[config.mk]
export PLATFORM = sky130hd
export DESIGN_NAME = rf_dumper
export DESIGN_NICKNAME = d
export VERILOG_FILES = /design/src/rtl/rf_dumper.sv
export SDC_FILE = /design/constraint.sdc
export NUM_CORES = 1
export LEC_CHECK = 0
export BUFFER_PORTS_ARGS = -buffer_cell sky130_fd_sc_hd__buf_2
export CORE_MARGIN = 2
export CORE_UTILIZATION = 40
export CTS_CLUSTER_SIZE = 28
export DETAILED_ROUTE_END_ITERATION = 16
export GPL_TIMING_DRIVEN = 1
export PLACE_DENSITY = 0.69
export SLEW_MARGIN = 20
export SYNTH_ARGS = -nofsm -noshare
export SYNTH_HDL_FRONTEND = slang
export SYNTH_SLANG_ARGS = --single-unit
[constraint.sdc]
create_clock -name clk_i -period 2.2 [get_ports clk_i]
set_input_delay 0.22 -clock clk_i [delete_from_list [all_inputs] [get_ports clk_i]]
set_output_delay 0.22 -clock clk_i [all_outputs]
set_load 0.1 [all_outputs]
[src/rtl/rf_dumper.sv]
// Register-file dumper: walks a (possibly wrapping) index range, reading each register
// asynchronously and presenting it as a valid/ready beat stream, then pulses done.
module rf_dumper (
  input  logic        clk_i,
  input  logic        rst_i,
  input  logic        start_i,
  input  logic [4:0]  first_addr_i,
  input  logic [4:0]  last_addr_i,
  output logic [4:0]  rf_addr_o,
  input  logic [31:0] rf_data_i,
  output logic        dump_valid_o,
  input  logic        dump_ready_i,
  output logic [4:0]  dump_addr_o,
  output logic [31:0] dump_data_o,
  output logic        dump_last_o,
  output logic        busy_o,
  output logic        done_o
);

  typedef enum logic [1:0] {StIdle, StRead, StSend, StDone} state_e;

  state_e      state_q, state_d;
  logic [4:0]  cnt_q, cnt_d;
  logic [4:0]  end_q, end_d;
  logic [4:0]  hold_addr_q, hold_addr_d;
  logic [31:0] hold_data_q, hold_data_d;
  logic        is_last;

  assign is_last = (hold_addr_q == end_q);

  always_ff @(posedge clk_i) begin
    if (rst_i) begin
      state_q     <= StIdle;
      cnt_q       <= '0;
      end_q       <= '0;
      hold_addr_q <= '0;
      hold_data_q <= '0;
    end else begin
      state_q     <= state_d;
      cnt_q       <= cnt_d;
      end_q       <= end_d;
      hold_addr_q <= hold_addr_d;
      hold_data_q <= hold_data_d;
    end
  end

  always_comb begin
    state_d     = state_q;
    cnt_d       = cnt_q;
    end_d       = end_q;
    hold_addr_d = hold_addr_q;
    hold_data_d = hold_data_q;
    unique case (state_q)
      StIdle: begin
        if (start_i) begin
          cnt_d   = first_addr_i;
          end_d   = last_addr_i;
          state_d = StRead;
        end
      end
      StRead: begin
        // Snapshot the value now so later register-file writes cannot disturb the beat.
        hold_addr_d = cnt_q;
        hold_data_d = rf_data_i;
        state_d     = StSend;
      end
      StSend: begin
        if (dump_ready_i) begin
          if (is_last) begin
            state_d = StDone;
          end else begin
            cnt_d   = cnt_q + 5'd1;
            state_d = StRead;
          end
        end
      end
      StDone: state_d = StIdle;
      default: state_d = StIdle;
    endcase
  end

  always_comb begin
    rf_addr_o    = '0;
    dump_valid_o = 1'b0;
    dump_last_o  = 1'b0;
    done_o       = 1'b0;
    busy_o       = (state_q != StIdle);
    dump_addr_o  = hold_addr_q;
    dump_data_o  = hold_data_q;
    unique case (state_q)
      StRead: rf_addr_o = cnt_q;
      StSend: begin
        rf_addr_o    = cnt_q;
        dump_valid_o = 1'b1;
        dump_last_o  = is_last;
      end
      StDone: done_o = 1'b1;
      default: ;
    endcase
  end

endmodule

==> out/results.tsv, run 1 <==
metric	value	unit
clkTransAtPathRegs	0.09	ns
drt_first_iter_violations	66	
power_density	1460	nW/um^2
n_antenna_cell	0	
fp-row-count	26	
hold_class	primary input to flop	
met3_usage	4.38	%
h-tree-depth	2	
tritoncts	done	
grt_pass1_vias	1660	
critPathRequiredTime	1.98	ns
drive_gt1_share	35.8	%
port_buffers	91	
gp_congestion	0.802	
worst_slew_pin_slew	0.501	ns
cts-buffers-inserted	5	
syn_avg_cell_area	9.70	um^2
drc	0	
rsz0062_at_grt	no	
wl_per_cell	12.6	um
slew_viol_final	0	
fin_crit_sh	93.4	%
synthCells	217	
hold_buffers	0	
ir_drop	0.671	mV
initial_core_util	41.2	%
setup-tns-final	0	ns
synth_nets	269	
cts_sinks	49	
end_kind	output pin	
synth_largest_type_area_fraction	46.6	%
grt_pass1_wl	7850	um
synth_area_leaders	dfxtp_1, mux2i_1, nor2_1	
nets	358	
ys_types	29	
wl	4760	um
ys_seq_area_share	46.6	%
grt_max_degree	39	
grt_use_total	16.5	%
synth-async-reset-ratio	0	%
leakagePower	1.31	nW
grt_overflow	0	
core_region_area	5110	um^2
synth_ff_type	dfxtp_1	
fmax	486	MHz
insertion_delay	0.29	ns
die-area	5860	um^2
syn_area	2100	um^2
synth-seq-cells	49	
relSlewSlack	66.8	%
top_usage_layer	met2	
maxCapViolCount	0	
outcome	complete, no violations	
fp.dieW	76.5	um
antenna_found_initial	0	
vias	1803	
grt.met2_usage	25.9	%
ys.warnings.count	0	
crit_type	flop to output pin	
finalHoldViolCount	0	
dp.final_hpwl	3520	um
dieHeight	76.5	um
finalCriticalPeriod	2.06	ns
syn_to_final_growth	30.4	%
ant_nets	0	
worst_ep_arrival_time	1.84	ns
clk_path_buf_depth	2	
firstDrtPassIters	4	
critPathLaunchType	flop	
final-setup-viol-count	0	
grtUsageMet1	22.2	%
cp_max_fo	11	
cts_setup_buffers	0	
cts_root_buf	clkbuf_8	
synth_edf_count	0	
via_per_inst	4.78	
fin_skew	0.00588	ns
io_pins	92	
postCtsResizedCells	0	
synth_area_leader_cell	dfxtp_1	
post-route-util	53.7	%
[cells in the mapped netlist (2+ instances only)]
master,n
a211oi_1,4
a21oi_1,10
and2_1,7
buf_2,4
clkbuf_1,6
dfxtp_1,49
ha_1,6
inv_1,6
mux2i_1,39
nand2_1,16
nand2b_1,2
nand3_1,6
nand3b_1,2
nor2_1,39
nor3_4,2
o2bb2ai_1,3
xor2_1,3
xor2_2,2
[critical path, cell delays in order, from the launching register on]
cell        delay, ns
dfxtp_1          0.35
inv_1            0.17
ha_4             0.24
inv_2            0.10
nor3_4           0.24
nand2_1          0.16
clkinvlp_4       0.12
buf_12           0.17
[per-stage QoR]
step                std cells  power (mW)  hold slack [ns]  area, um^2  worst slack, ns
floorplan                 217        3.15            0.367        2120           0.0155
global placement          369        3.51            0.450        2660            0.457
detailed placement        369        3.53            0.467        2660            0.399
CTS                       377        4.05            0.145        2740           0.0723
global route              377        4.21            0.152        2740           0.0242
finish                    377        4.01            0.157        2740            0.144
[state kept, by name (all words and copies together) (netlist names)]
| name | count |
|---|---|
| cnt_q | 5 |
| state_q | 2 |
| end_q | 5 |
| dump_addr_o | 5 |
| dump_data_o | 32 |
[final cells by class]
type | instances | area, um^2
Tap cell | 70 | 87.6
Multi-Input combinational cell | 150 | 1060
Sequential cell | 49 | 982
Fill cell | 513 | 2360
Clock inverter | 1 | 7.51
Clock buffer | 7 | 76.3
Inverter | 7 | 30.0
Timing Repair Buffer | 93 | 498
[path summary, 6_finish.rpt]
path	start	to	slack (ns)	depth (start not counted)
setup / recovery	state_q[0]	dump_last_o	0.14	7
hold / removal	rf_data_i[20]	dump_data_o[20]	0.16	3
hold reg to reg	end_q[3]	end_q[3]	0.48	2
setup reg to reg	state_q[1]	cnt_q[2]	0.38	6
[placed cells by master, fill, tap and decap left out, drive strengths merged, types with 4 or more instances in the layout]
cell type	netlist	layout
buf	5	93
a21oi	11	11
mux2i	39	39
nand2	16	16
nand3	6	6
inv	7	6
dfxtp	49	49
ha	6	6
xor2	5	5
nor2	39	39
and2	7	7
clkbuf	6	7
a211oi	4	4
[layer usage]
metal,wire [um],vias up,share of wire [%]
met5,0,-,0
met4,42,0,0.88
met3,295,5,6.2
met2,2200,62,46
met1,2220,827,47
li1,-,909,-
[power by group]
part,internal (mW),total [mW],leakage [nW],switching [mW]
Clock,0.225,0.508,0.0385,0.283
Sequential,1.07,1.20,0.402,0.136
Combinational,0.555,2.30,0.874,1.74
Total,1.85,4.01,1.31,2.16
[kinds of logic after synthesis]
logic type | count (synthesis) | synth area share [%]
buf+inv | 18 | 3.63
compound gates | 23 | 7.55
fa+ha+maj | 6 | 3.57
xor+xnor | 5 | 2.79
mux | 40 | 19.1
flops | 49 | 46.6
simple gates | 76 | 16.8
(Power assumes the default switching activity.)
==> run 2: changes to the inputs <==
--- a/config.mk
+++ b/config.mk
@@ -10,8 +10,9 @@
 export CORE_UTILIZATION = 40
 export CTS_CLUSTER_SIZE = 28
 export DETAILED_ROUTE_END_ITERATION = 16
+export GPL_ROUTABILITY_DRIVEN = 0
 export GPL_TIMING_DRIVEN = 1
-export PLACE_DENSITY = 0.69
+export PLACE_DENSITY = 0.67
 export SLEW_MARGIN = 20
 export SYNTH_ARGS = -nofsm -noshare
 export SYNTH_HDL_FRONTEND = slang
==> run 2 against run 1 <==
Effect of this change: worst setup slack worse by 0.016 ns; sequential share of layout area is 0.13 points lower; routed wire length is 1.2% lower; final cell count stayed put; largest cell class unchanged; via count is 0.39% lower.
==> out/results.tsv, run 2 (synthesis gave the netlist of run 1 again) <==
metric	value	unit
outcome	complete, no violations	
dp.final_hpwl	3380	um
dpl_cell_area	2660	um^2
crit_slowest_cell	dfxtp_1	
whs	0.132	ns
critical_path_buf_inv_count	4	
h-tree-depth	2	
cts-buffers-inserted	5	
largest_reg_flops	32	
fp.dieW	76.5	um
io_pins	92	
worst_ep_arrival_time	1.85	ns
critical_path.top_delay_family	buffers and inverters	
worst_slew_pin_slew	0.499	ns
fmax	483	MHz
slew_viol_final	0	
firstDrtPassIters	4	
final_common_cell	buf_2	
drive_gt1_share	36.5	%
port_buffers	91	
nets	358	
via_per_inst	4.76	
n_antenna_cell	0	
grt_overflow	0	
worstHoldStart	rf_data_i[10]	
grt_pass1_wl	7940	um
post-route-util	53.9	%
reg2reg_from	state_q[1]	
place_inst	369	
place_ws	0.380	ns
leakagePower	1.32	nW
critPathRequiredTime	1.98	ns
syn_to_final_growth	30.9	%
dieHeight	76.5	um
tritoncts	done	
crit_type	flop to output pin	
hold_class	primary input to flop	
ant_nets	0	
postCtsResizedCells	0	
antenna_found_initial	0	
grt_pass1_vias	1742	
fp-row-count	26	
end_kind	output pin	
cp_max_fo	11	
power.total	4.04	mW
power_density	1470	nW/um^2
grt_max_degree	38	
crit_path_start	state_q[0]	
maxCapViolCount	0	
path_cells	inv_1 > ha_4 > inv_2 > nor3_4 > nand2_1 > clkinvlp_4 > buf_12	
fin_skew	0.0106	ns
cts_setup_buffers	0	
ir_drop	0.832	mV
setup-tns-final	0	ns
wl_per_cell	12.5	um
finalHoldViolCount	0	
rsz0062_at_grt	no	
insertion_delay	0.31	ns
die-area	5860	um^2
drt_first_iter_violations	74	
layout_common_cells	buf_2, dfxtp_1, mux2i_1, nor2_1, nand2_1	
finalCriticalPeriod	2.07	ns
hold_buffers	0	
clkTransAtPathRegs	0.10	ns
fin_crit_sh	94.2	%
initial_core_util	41.2	%
finalNonFillerCells	377	
final-setup-viol-count	0	
setup_ws	0.128	ns
grt_use_total	16.8	%
cts_sinks	49	
wl	4710	um
final_area	2750	um^2
cts_root_buf	clkbuf_8	
relSlewSlack	67.0	%
max_stage_delay	0.35	ns
vias	1796	
critPathLaunchType	flop	
core_region_area	5110	um^2
drc	0	
clk_path_buf_depth	2	
-- run 2: cell types whose count changed in the layout (fill, tap and decap cells not counted), sizes merged --
cell,change
clkbuf,-2
clkinv,+1
inv,+1
-- run 2: path summary, 6_finish.rpt --
check,endpoint,slack [ns],cells after the start
worst max-delay path,dump_last_o,0.13,7
worst max register to register,cnt_q[1],0.38,6
worst min register to register,end_q[1],0.48,2
worst min-delay path,dump_data_o[10],0.13,3
-- run 2: layer usage --
| layer | wire length, um | part of all wire, % | GRT usage, % | vias up |
|---|---|---|---|---|
| li1 | - | - | - | 908 |
| met2 | 2180 | 46 | 27.9 | 62 |
| met5 | 0 | 0 | 0 | - |
| met1 | 2140 | 45 | 20.7 | 819 |
| met3 | 297 | 6.3 | 5.33 | 7 |
| met4 | 87 | 1.8 | 5.64 | 0 |
-- run 2: final cells by class --
cell class	instances	area [um^2]
clock buffers	5	68.8
clock inverters	3	25.0
fillers	501	2350
inverters	7	30.0
multi-input cells	150	1060
flip-flops and latches	49	982
well taps	70	87.6
repair buffers	93	498
-- run 2: worst min-delay path, delay by kind of cell --
family,cells,cell delay (ns)
buffers and inverters,1,0.08
multiplexers,1,0.05
AND/OR/NAND/NOR,1,0.07
-- run 2: where the power goes --
group / switching, mW / internal, mW
Sequential: 0.133 / 1.07
Combinational: 1.74 / 0.554
Clock: 0.320 / 0.230
==> run 3: changes to the inputs <==
==> constraint.sdc (replaced) <==
create_clock -name clk_i -period 2.2 [get_ports clk_i]
set_input_delay 0.44 -clock clk_i [delete_from_list [all_inputs] [get_ports clk_i]]
set_output_delay 0.44 -clock clk_i [all_outputs]
set_load 0.1 [all_outputs]
==> run 3 against run 2 <==
Effect of this change: utilization grew 1.7 points; clock power up 35%; critical endpoint unchanged; via count grew 0.17%; worst setup slack worse by 0.036 ns; global-route usage increased by 0.067 points; clock skew about the same; final cell count increased by 0.80%; routed wire length up 2.5%.
==> out/results.tsv, run 3 (synthesis gave the netlist of run 1 again) <==
metric	value	unit
leakagePower	1.36	nW
dpl_cell_area	2680	um^2
post-route-util	55.6	%
final_common_cell	buf_2	
final_area	2840	um^2
ir_drop	0.608	mV
cts_sinks	49	
outcome	complete, no violations	
io_pins	92	
antenna_found_initial	0	
fmax	474	MHz
n_antenna_cell	0	
switchingPower	2.18	mW
largest_reg_flops	32	
clkTransAtPathRegs	0.09	ns
sw_frac_of_total	50.9	%
dieHeight	76.5	um
clk_path_buf_depth	2	
via_per_inst	4.73	
slew_viol_final	0	
ant_nets	0	
grt_pass1_wl	8050	um
critPathRequiredTime	1.76	ns
fillerInstances	495	
die-area	5860	um^2
nets	361	
port_buffers	91	
vias	1799	
syn_to_final_growth	35.0	%
drive_gt1_share	39.4	%
initial_core_util	41.2	%
seqPwrFrac	28.2	%
p_int	2.10	mW
grt_pass1_vias	1670	
fin_skew	0.0110	ns
grt_max_degree	22	
insertion_delay	0.30	ns
grt_use_total	16.9	%
place_inst	371	
layout_common_cells	buf_2, dfxtp_1, mux2i_1, nor2_1, nand2_1	
power.total	4.28	mW
wl_per_cell	12.7	um
p_comb_share	54.4	%
drc	0	
wl	4820	um
tritoncts	done	
grt_overflow	0	
relSlewSlack	66.9	%
hold_buffers	0	
finalHoldViolCount	0	
power_density	1510	nW/um^2
cp_max_fo	11	
maxCapViolCount	0	
cts-buffers-inserted	5	
worst_ep_arrival_time	1.67	ns
crit_type	flop to output pin	
dp.final_hpwl	3590	um
hold_class	primary input to flop	
fp.dieW	76.5	um
final-setup-viol-count	0	
h-tree-depth	2	
cts_root_buf	clkbuf_8	
worst_slew_pin_slew	0.499	ns
core_region_area	5110	um^2
fp-row-count	26	
finalCriticalPeriod	2.11	ns
firstDrtPassIters	4	
fin_crit_sh	95.8	%
finalNonFillerCells	380	
drt_first_iter_violations	76	
end_kind	output pin	
critPathLaunchType	flop	
clock_power_share	17.4	%
==> run 3: final timing paths <==
path | slack [ns] | depth (start not counted) | end | from
worst max-delay path | 0.09 | 7 | dump_last_o | state_q[0]
worst min register to register | 0.47 | 2 | end_q[1] | end_q[1]
worst min-delay path | 0.37 | 3 | dump_data_o[11] | rf_data_i[11]
worst max register to register | 0.38 | 6 | cnt_q[1] | state_q[0]
==> run 3: power by group through the flow <==
stage               clock, mW  sequential (mW)  combinational (mW)
floorplan                   0             2.08                1.07
global placement            0             1.22                2.29
detailed placement          0             1.22                2.31
CTS                     0.765             1.20                2.33
global route            0.793             1.23                2.46
finish                  0.745             1.21                2.33
==> run 3: worst max-delay path, stage by stage (launching register included) <==
cell	delay, ns
dfxtp_1	0.35
inv_2	0.11
ha_4	0.22
inv_2	0.10
nor3_4	0.20
nand2_2	0.11
clkinvlp_4	0.11
buf_12	0.17
==> run 3: repair_timing <==
item	in CTS	in global routing
endpoints found under the setup margin	5	2
gates resized for setup	4	4
setup buffers	1	0
hold endpoints to repair	0	0
pin swaps	1	0
==> run 3: per-layer routing <==
layer / vias up / track usage, % / part of all wire, %
met5: - / 0 / 0
met4: 0 / 5.27 / 1.8
met3: 7 / 4.50 / 6.0
met2: 55 / 27.3 / 48
met1: 823 / 22.0 / 45
li1: 914 / - / -
==> run 3: through the flow <==
| stage | setup TNS (ns) | setup slack [ns] | hold slack (ns) |
|---|---|---|---|
| after floorplan | 0 | 0.00183 | 0.448 |
| after global placement | 0 | 0.315 | 0.456 |
| after detailed placement | 0 | 0.255 | 0.461 |
| after CTS | 0 | 0.000806 | 0.363 |
| after global routing | -0.0136 | -0.0136 | 0.380 |
| final | 0 | 0.0919 | 0.373 |
==> run 3: area by class of cell <==
cell class	instances	area (um^2)	area share, %
Multi-Input combinational cell	150	1060	37.5
Timing Repair Buffer	96	536	18.9
Tap cell	70	87.6	3.08
Sequential cell	49	988	34.8
Clock buffer	5	68.8	2.42
Clock inverter	3	65.1	2.29
Inverter	7	30.0	1.06
